## src/rtl/piso_serializer.sv

```systemverilog
// Parallel-in/serial-out serializer with valid/ready load and a bit-rate strobe.
// Frames are sent back-to-back with no idle bit when the next word is waiting.
module piso_serializer #(
    parameter int unsigned WIDTH     = 4,
    parameter int unsigned MSB_FIRST = 1
) (
    input  logic             clock,
    input  logic             reset,
    input  logic [WIDTH-1:0] load_data,
    input  logic             load_valid,
    output logic             load_ready,
    input  logic             shift_en,
    output logic             serial_out,
    output logic             serial_valid,
    output logic             frame_first,
    output logic             frame_last
);

    localparam int unsigned CntW = $clog2(WIDTH);

    typedef enum logic {StIdle, StShift} state_e;

    state_e            state_q, state_d;
    logic [WIDTH-1:0]  sreg_q, sreg_d;
    logic [CntW-1:0]   bitcnt_q, bitcnt_d;
    logic              serial_out_q, serial_out_d;
    logic              serial_valid_q, serial_valid_d;
    logic              frame_first_q, frame_first_d;
    logic              frame_last_q, frame_last_d;

    logic              last_bit;
    logic              accept;
    logic [WIDTH-1:0]  shifted;

    always_comb begin
        state_d        = state_q;
        sreg_d         = sreg_q;
        bitcnt_d       = bitcnt_q;
        serial_out_d   = serial_out_q;
        serial_valid_d = serial_valid_q;
        frame_first_d  = frame_first_q;
        frame_last_d   = frame_last_q;

        last_bit   = (state_q == StShift) && (bitcnt_q == CntW'(WIDTH - 1));
        load_ready = (state_q == StIdle) || (last_bit && shift_en);
        accept     = load_valid && load_ready;

        // The bit on the line always sits at the output end of sreg.
        if (MSB_FIRST != 0) begin
            shifted = sreg_q << 1;
        end else begin
            shifted = sreg_q >> 1;
        end

        if (accept) begin
            state_d        = StShift;
            sreg_d         = load_data;
            bitcnt_d       = '0;
            serial_out_d   = (MSB_FIRST != 0) ? load_data[WIDTH-1] : load_data[0];
            serial_valid_d = 1'b1;
            frame_first_d  = 1'b1;
            frame_last_d   = 1'b0;
        end else if (state_q == StShift && shift_en) begin
            if (last_bit) begin
                state_d        = StIdle;
                bitcnt_d       = '0;
                serial_out_d   = 1'b0;
                serial_valid_d = 1'b0;
                frame_first_d  = 1'b0;
                frame_last_d   = 1'b0;
            end else begin
                bitcnt_d      = bitcnt_q + 1'b1;
                sreg_d        = shifted;
                serial_out_d  = (MSB_FIRST != 0) ? shifted[WIDTH-1] : shifted[0];
                frame_first_d = 1'b0;
                frame_last_d  = (bitcnt_q == CntW'(WIDTH - 2));
            end
        end
    end

    always_ff @(posedge clock or negedge reset) begin
        if (!reset) begin
            state_q        <= StIdle;
            sreg_q         <= '0;
            bitcnt_q       <= '0;
            serial_out_q   <= 1'b0;
            serial_valid_q <= 1'b0;
            frame_first_q  <= 1'b0;
            frame_last_q   <= 1'b0;
        end else begin
            state_q        <= state_d;
            sreg_q         <= sreg_d;
            bitcnt_q       <= bitcnt_d;
            serial_out_q   <= serial_out_d;
            serial_valid_q <= serial_valid_d;
            frame_first_q  <= frame_first_d;
            frame_last_q   <= frame_last_d;
        end
    end

    assign serial_out   = serial_out_q;
    assign serial_valid = serial_valid_q;
    assign frame_first  = frame_first_q;
    assign frame_last   = frame_last_q;

endmodule
```

## config.mk

```make
export PLATFORM = sky130hd
export DESIGN_NAME = piso_serializer
export DESIGN_NICKNAME = d
export VERILOG_FILES = /design/src/rtl/piso_serializer.sv
export SDC_FILE = /design/constraint.sdc
export NUM_CORES = 1
export LEC_CHECK = 0
export CORE_UTILIZATION = 30
export DETAILED_ROUTE_END_ITERATION = 12
export GPL_TIMING_DRIVEN = 0
export PLACE_DENSITY = 0.6
export SYNTH_ARGS = -nofsm -noshare
export SYNTH_HDL_FRONTEND = slang
export SYNTH_SLANG_ARGS = --single-unit
```

## constraint.sdc

```tcl
create_clock -name clock -period 1.3 [get_ports clock]
set_input_delay 0.39 -clock clock [delete_from_list [all_inputs] [get_ports clock]]
set_output_delay 0.39 -clock clock [all_outputs]
set_load 0.005 [all_outputs]
```

==> metrics.cfg, run 1 <==
[sta]
slew_headroom = 0.712
setup_viol_count_final = 6
setup_tns_ps = -602
maxSlewViolCount = 0
rsz0062_at_grt = yes
worst_slack_ps = -200
layout_min_cycle_time_ps = 1500
worst_pin_slew_ps = 430
holdWs_ps = 424
skew_ps = 9.17
hold_viol_final = 0
period_share = 1.15
clock.fmax_ghz = 0.667

[placed_design]
port_buffers = 11
gp_congestion = 0.734
dp_hpwl_um = 814
placed_cell_area_um2 = 716
placed_cells = 90

[logic_synthesis]
synthAdderAreaFrac = 0.0438
avgSynthCellArea_um2 = 10.6
synth_compound_area_frac = 0.232
synth_nets = 64
synth_cell_types = 28
synth_top_family_by_area = compound AO/OA/AOI/OAI gates
muxShareOfSynthArea = 0.109
synth_xor_area_frac = 0
ys_seq_area_frac = 0.394
synthSimpleGateAreaFrac = 0.147
ys_seq_elements = 9
netlist_area_um2 = 572
synth_warnings = 0
synthCells = 54

[worst_setup_path]
cp_cell_sequence = ha_4 -> nand2_2 -> nand2_2 -> buf_2
cp.arrival_ps = 1110
slowest_stage = dfrtp_1
path_max_fanout = 2
worstSetupPathType = reg2out
cp_data_required_time_ps = 910
max_stage_delay_ps = 410
endpoint_kind = output pin
crit_path_frequent_cell = nand2_2
startpoint_type = register

[final_layout]
fillers = 177
finalNetCount = 88
area_delta_synth_final_pct = 42.9
final_cell_mix = buf_4, dfrtp_1, clkdlybuf4s50_1
design_area_um2 = 817
antennaDiodeCount = 0
final_cells = 102
drive_gt1_frac = 0.351

[global_routing]
grt_pass1_vias = 461
overflow = 0
track_usage = 0.143
antenna_found_initial = 0
grt_pass1_wl_um = 2070
grt_max_degree = 11

[detailed_routing]
drtIter0Drc = 9
viasPerCell = 4.92
drtAntennaViolNets = 0
route.detailed.drc = 0
num_vias = 502
wl_um = 1280
dr.pass1.iters = 4
detail_route.wl_per_cell_um = 12.5

[clock_network]
insertion_delay_ps = 270
cts_root_buf = clkbuf_4
cts.sinks = 9
numCtsBuffers = 3
tritoncts = done
clk_path_buf_depth = 2
path_clk_slew_ps = 70
hold_buffers = 0
cts_htree_levels = 1

[outcome]
status = complete, but fails checks
violations = negative setup slack

[power]
p_leak_uw = 0.000377
ir_drop_v = 0.00104
power_density_nw_per_um2 = 1840
finalPower_uw = 1500

[floorplanning]
ioPinCount = 13
start_util = 0.324
die_area_um2 = 2080
die-width_um = 45.7
die_y_um = 45.7
core_area_um2 = 1760
rows = 15

[worst_hold_path]
hold_class = in2async

[run]
maxCapViolCount = 0

==> cell usage after synthesis, drive strengths merged <==
library cell  count  share of area
a21boi            1          0.013
a21oi             2          0.024
a221o             1          0.018
a22o              2          0.031
a32o              1          0.018
and3b             2          0.031
buf               4          0.061
dfrtp             9           0.39
ha                2          0.044
inv               2          0.013
mux2              4          0.092
mux2i             1          0.018
nand2             4          0.026
nand2b            1          0.011
nor2              3          0.020
nor2b             3          0.033
nor3b             2          0.026
o21ai             5          0.044
o21bai            1          0.013
o221a             2          0.039
o221ai            1          0.015
o311a             1          0.018
==> path summary, 6_finish.rpt <==
kind / slack (ps) / from / cells past startpoint / endpoint
worst max-delay path: -200 / bitcnt_q[1] / 4 / load_ready
worst min-delay path: 420 / reset / 1 / bitcnt_q[1]
worst max register to register: -150 / bitcnt_q[0] / 6 / frame_last
worst min register to register: 580 / sreg_q[1] / 1 / sreg_q[1]
max in group asynchronous: 570 / reset / 1 / serial_out
min in group clock: 430 / shift_en / 3 / bitcnt_q[0]
==> repair_timing <==
action	4_1_cts	5_1_grt
cloned	1	0
pin swaps	1	1
buffers inserted	8	0
setup endpoints to repair	11	9
gates resized for setup	15	4
==> flip-flops by register name, indices dropped and copies added (netlist names) <==
signal and count:
serial_out 1, frame_first 1, frame_last 1, bitcnt_q 2
serial_valid 1, sreg_q 3
==> metal layers <==
layer | vias up | part of all wire | GRT usage
met3 | 0 | 0.050 | 0.0595
met4 | 0 | 0 | 0.0364
li1 | 248 | - | -
met1 | 242 | 0.49 | 0.203
met2 | 12 | 0.45 | 0.197
met5 | - | 0 | 0
==> report_power, final <==
part | switching [uW] | internal [uW]
combinational | 320 | 484
sequential | 82.9 | 396
clock | 103 | 118
total | 506 | 999
==> area by class of cell <==
class                   count  area, um^2  share of cell area
multi-input cells          39         334               0.409
inverters                   2        7.51             0.00919
plain buffers               3        23.8              0.0291
clock buffers               4        26.3              0.0322
flip-flops and latches      9         225               0.276
repair buffers             20         169               0.207
well taps                  25        31.3              0.0383
==> metrics by stage <==
step           setup slack (ps)  utilization
6_report                   -200        0.463
5_1_grt                    -234        0.463
4_1_cts                    -206        0.456
3_5_place_dp               -445        0.406
3_3_place_gp               -445        0.406
2_1_floorplan             -2.59            -
==> logic make-up after synthesis <==
logic type      after synthesis
compound gates               17
fa+ha+maj                     2
buf+inv                       6
flops                         9
mux                           5
simple gates                 15
==> worst max-delay path, delay by kind of cell (launching register included) <==
kind,cells,cell delay [ps]
flops,1,410
fa+ha+maj,1,180
buf+inv,1,130
simple gates,2,120
(Power assumes the default switching activity.)
==> run 2, diff against run 1 <==
--- a/config.mk
+++ b/config.mk
@@ -5,10 +5,12 @@
 export SDC_FILE = /design/constraint.sdc
 export NUM_CORES = 1
 export LEC_CHECK = 0
+export CAP_MARGIN = 20
 export CORE_UTILIZATION = 30
 export DETAILED_ROUTE_END_ITERATION = 12
 export GPL_TIMING_DRIVEN = 0
 export PLACE_DENSITY = 0.6
+export SETUP_SLACK_MARGIN = 0.5
 export SYNTH_ARGS = -nofsm -noshare
 export SYNTH_HDL_FRONTEND = slang
 export SYNTH_SLANG_ARGS = --single-unit
==> metrics.cfg, run 2 (synthesis gave the netlist of run 1 again) <==
[sta]
worst_slack_ps = -266  ; -66.0 ps
skew_ps = 2.33  ; -6.84 ps
maxSlewViolCount = 0  ; unchanged
clock.fmax_ghz = 0.639  ; -4.2%
slew_headroom = 0.711  ; -0.00135
layout_min_cycle_time_ps = 1570  ; +66.0 ps
hold_viol_final = 0  ; unchanged
setup_viol_count_final = 7  ; +1
worst_pin_slew_ps = 433  ; +2.67 ps
rsz0062_at_grt = yes
period_share = 1.20  ; +0.0508

[placed_design]
placed_cell_area_um2 = 718  ; +0.35%
gp_congestion = 0.755  ; +2.9%
placed_cells = 90  ; unchanged
dp_hpwl_um = 799  ; -1.9%
port_buffers = 11  ; unchanged

[power]
swShare = 0.330  ; -0.00595
p_seq_frac = 0.317  ; about the same
finalPower_uw = 1480  ; -1.3%
ir_drop_v = 0.000786  ; -24%
comb_power_share = 0.539  ; +0.005
power.switching_uw = 490  ; -3.1%
p_leak_uw = 0.000399  ; +5.8%
internal_power_uw = 994  ; -0.43%
power_frac_clock = 0.144  ; -0.003
power_density_nw_per_um2 = 1830  ; -0.86%

[detailed_routing]
viasPerCell = 4.97  ; +1.0%
detail_route.wl_per_cell_um = 12.4  ; -1.1%
drtIter0Drc = 3  ; -6
drtAntennaViolNets = 0  ; unchanged
route.detailed.drc = 0  ; unchanged
dr.pass1.iters = 2  ; -2
num_vias = 512  ; +2.0%
wl_um = 1280  ; -0.16%

[worst_setup_path]
critical_path.top_delay_family = flip-flops
path_max_fanout = 2  ; unchanged
slowest_stage = dfrtp_1
worstSetupPathType = reg2out
path_buf_inv = 2  ; +1
cp.arrival_ps = 1180  ; +70 ps
startpoint_type = register
cp_data_required_time_ps = 910  ; about the same
cp_cell_sequence = ha_2 -> buf_6 -> nand2_4 -> nand2_2 -> buf_2
max_stage_delay_ps = 380  ; -30 ps
endpoint_kind = output pin

[final_layout]
finalNetCount = 89  ; +1.1%
largest_register = sreg_q
final_cell_mix = buf_4, dfrtp_1, buf_2
fillers = 186  ; +5.1%
largest_reg_flops = 3  ; unchanged
antennaDiodeCount = 0  ; unchanged
design_area_um2 = 813  ; -0.46%
drive_gt1_frac = 0.436  ; +0.0852
reg_top3 = sreg_q: 3 flops, bitcnt_q: 2 flops
postLayoutCoreUtil = 0.461  ; -0.00213
area_delta_synth_final_pct = 42.2
final_cells = 103  ; +0.98%

[clock_network]
cts_htree_levels = 1  ; unchanged
cts_root_buf = clkbuf_4
hold_buffers = 0  ; unchanged
numCtsBuffers = 3  ; unchanged
clk_path_buf_depth = 2  ; unchanged
tritoncts = done
insertion_delay_ps = 260  ; about the same
path_clk_slew_ps = 60  ; about the same
cts.sinks = 9  ; unchanged

[floorplanning]
start_util = 0.324  ; unchanged
core_area_um2 = 1760  ; unchanged
rows = 15  ; unchanged
die-width_um = 45.7  ; unchanged
ioPinCount = 13  ; unchanged
die_area_um2 = 2080  ; unchanged
die_y_um = 45.7  ; unchanged

[global_routing]
antenna_found_initial = 0  ; unchanged
grt_max_degree = 11  ; unchanged
grt_pass1_vias = 473  ; +2.6%
overflow = 0  ; unchanged
grt_pass1_wl_um = 2090  ; +0.97%
track_usage = 0.143  ; about the same

[outcome]
violations = negative setup slack
status = complete, but fails checks

[worst_hold_path]
hold_class = in2async

[run]
maxCapViolCount = 0  ; unchanged

[run 2: repair_timing]
item | in CTS | in global routing
cloned | 1 | 0
pin swaps | 1 | 1
gates resized for setup | 28 | 2
setup endpoints to repair | 14 | 18
setup buffers | 7 | 1
[run 2: area by class of cell]
| class | count | area, um^2 | share of cell area |
|---|---|---|---|
| inverter | 2 | 7.51 | 0.00923 |
| tap | 25 | 31.3 | 0.0385 |
| buffer | 4 | 35.0 | 0.0431 |
| multi-input combinational | 39 | 334 | 0.411 |
| clock buffer | 4 | 26.3 | 0.0323 |
| sequential | 9 | 225 | 0.277 |
| timing repair buffer | 20 | 154 | 0.189 |
[run 2: final timing paths]
kind	startpoint	endpoint	slack, ps	cells past startpoint
worst max register to register	bitcnt_q[1]	serial_out	-180	5
min in group clock	shift_en	bitcnt_q[0]	460	3
worst min-delay path	reset	bitcnt_q[1]	50	1
worst max-delay path	bitcnt_q[1]	load_ready	-270	5
worst min register to register	bitcnt_q[0]	bitcnt_q[0]	580	2
max in group asynchronous	reset	serial_out	950	1
[run 2: stage by stage]
| stage | setup WS (ps) | TNS (ps) | hold slack [ps] |
|---|---|---|---|
| 3_3_place_gp | -448 | -2950 | 512 |
| 6_report | -266 | -865 | 46.9 |
| 4_1_cts | -281 | -886 | 435 |
| 5_1_grt | -318 | -1280 | 65.8 |
| 3_5_place_dp | -446 | -3000 | 508 |
| 2_1_floorplan | 6.79 | 0 | 94.4 |
[run 2: metal layers]
metal / wire [um] / part of all wire / global-route usage
met4: 0 / 0 / 0.0364
met3: 57 / 0.045 / 0.0595
met5: 0 / 0 / 0
met1: 641 / 0.50 / 0.192
met2: 576 / 0.45 / 0.211
[run 2: power groups by stage]
stage	Clock [uW]	Combinational [uW]	Sequential, uW
final	214	801	470
after global routing	241	878	481
after CTS	227	777	470
after detailed placement	0	651	495
after global placement	0	650	495
after floorplan	0	456	480
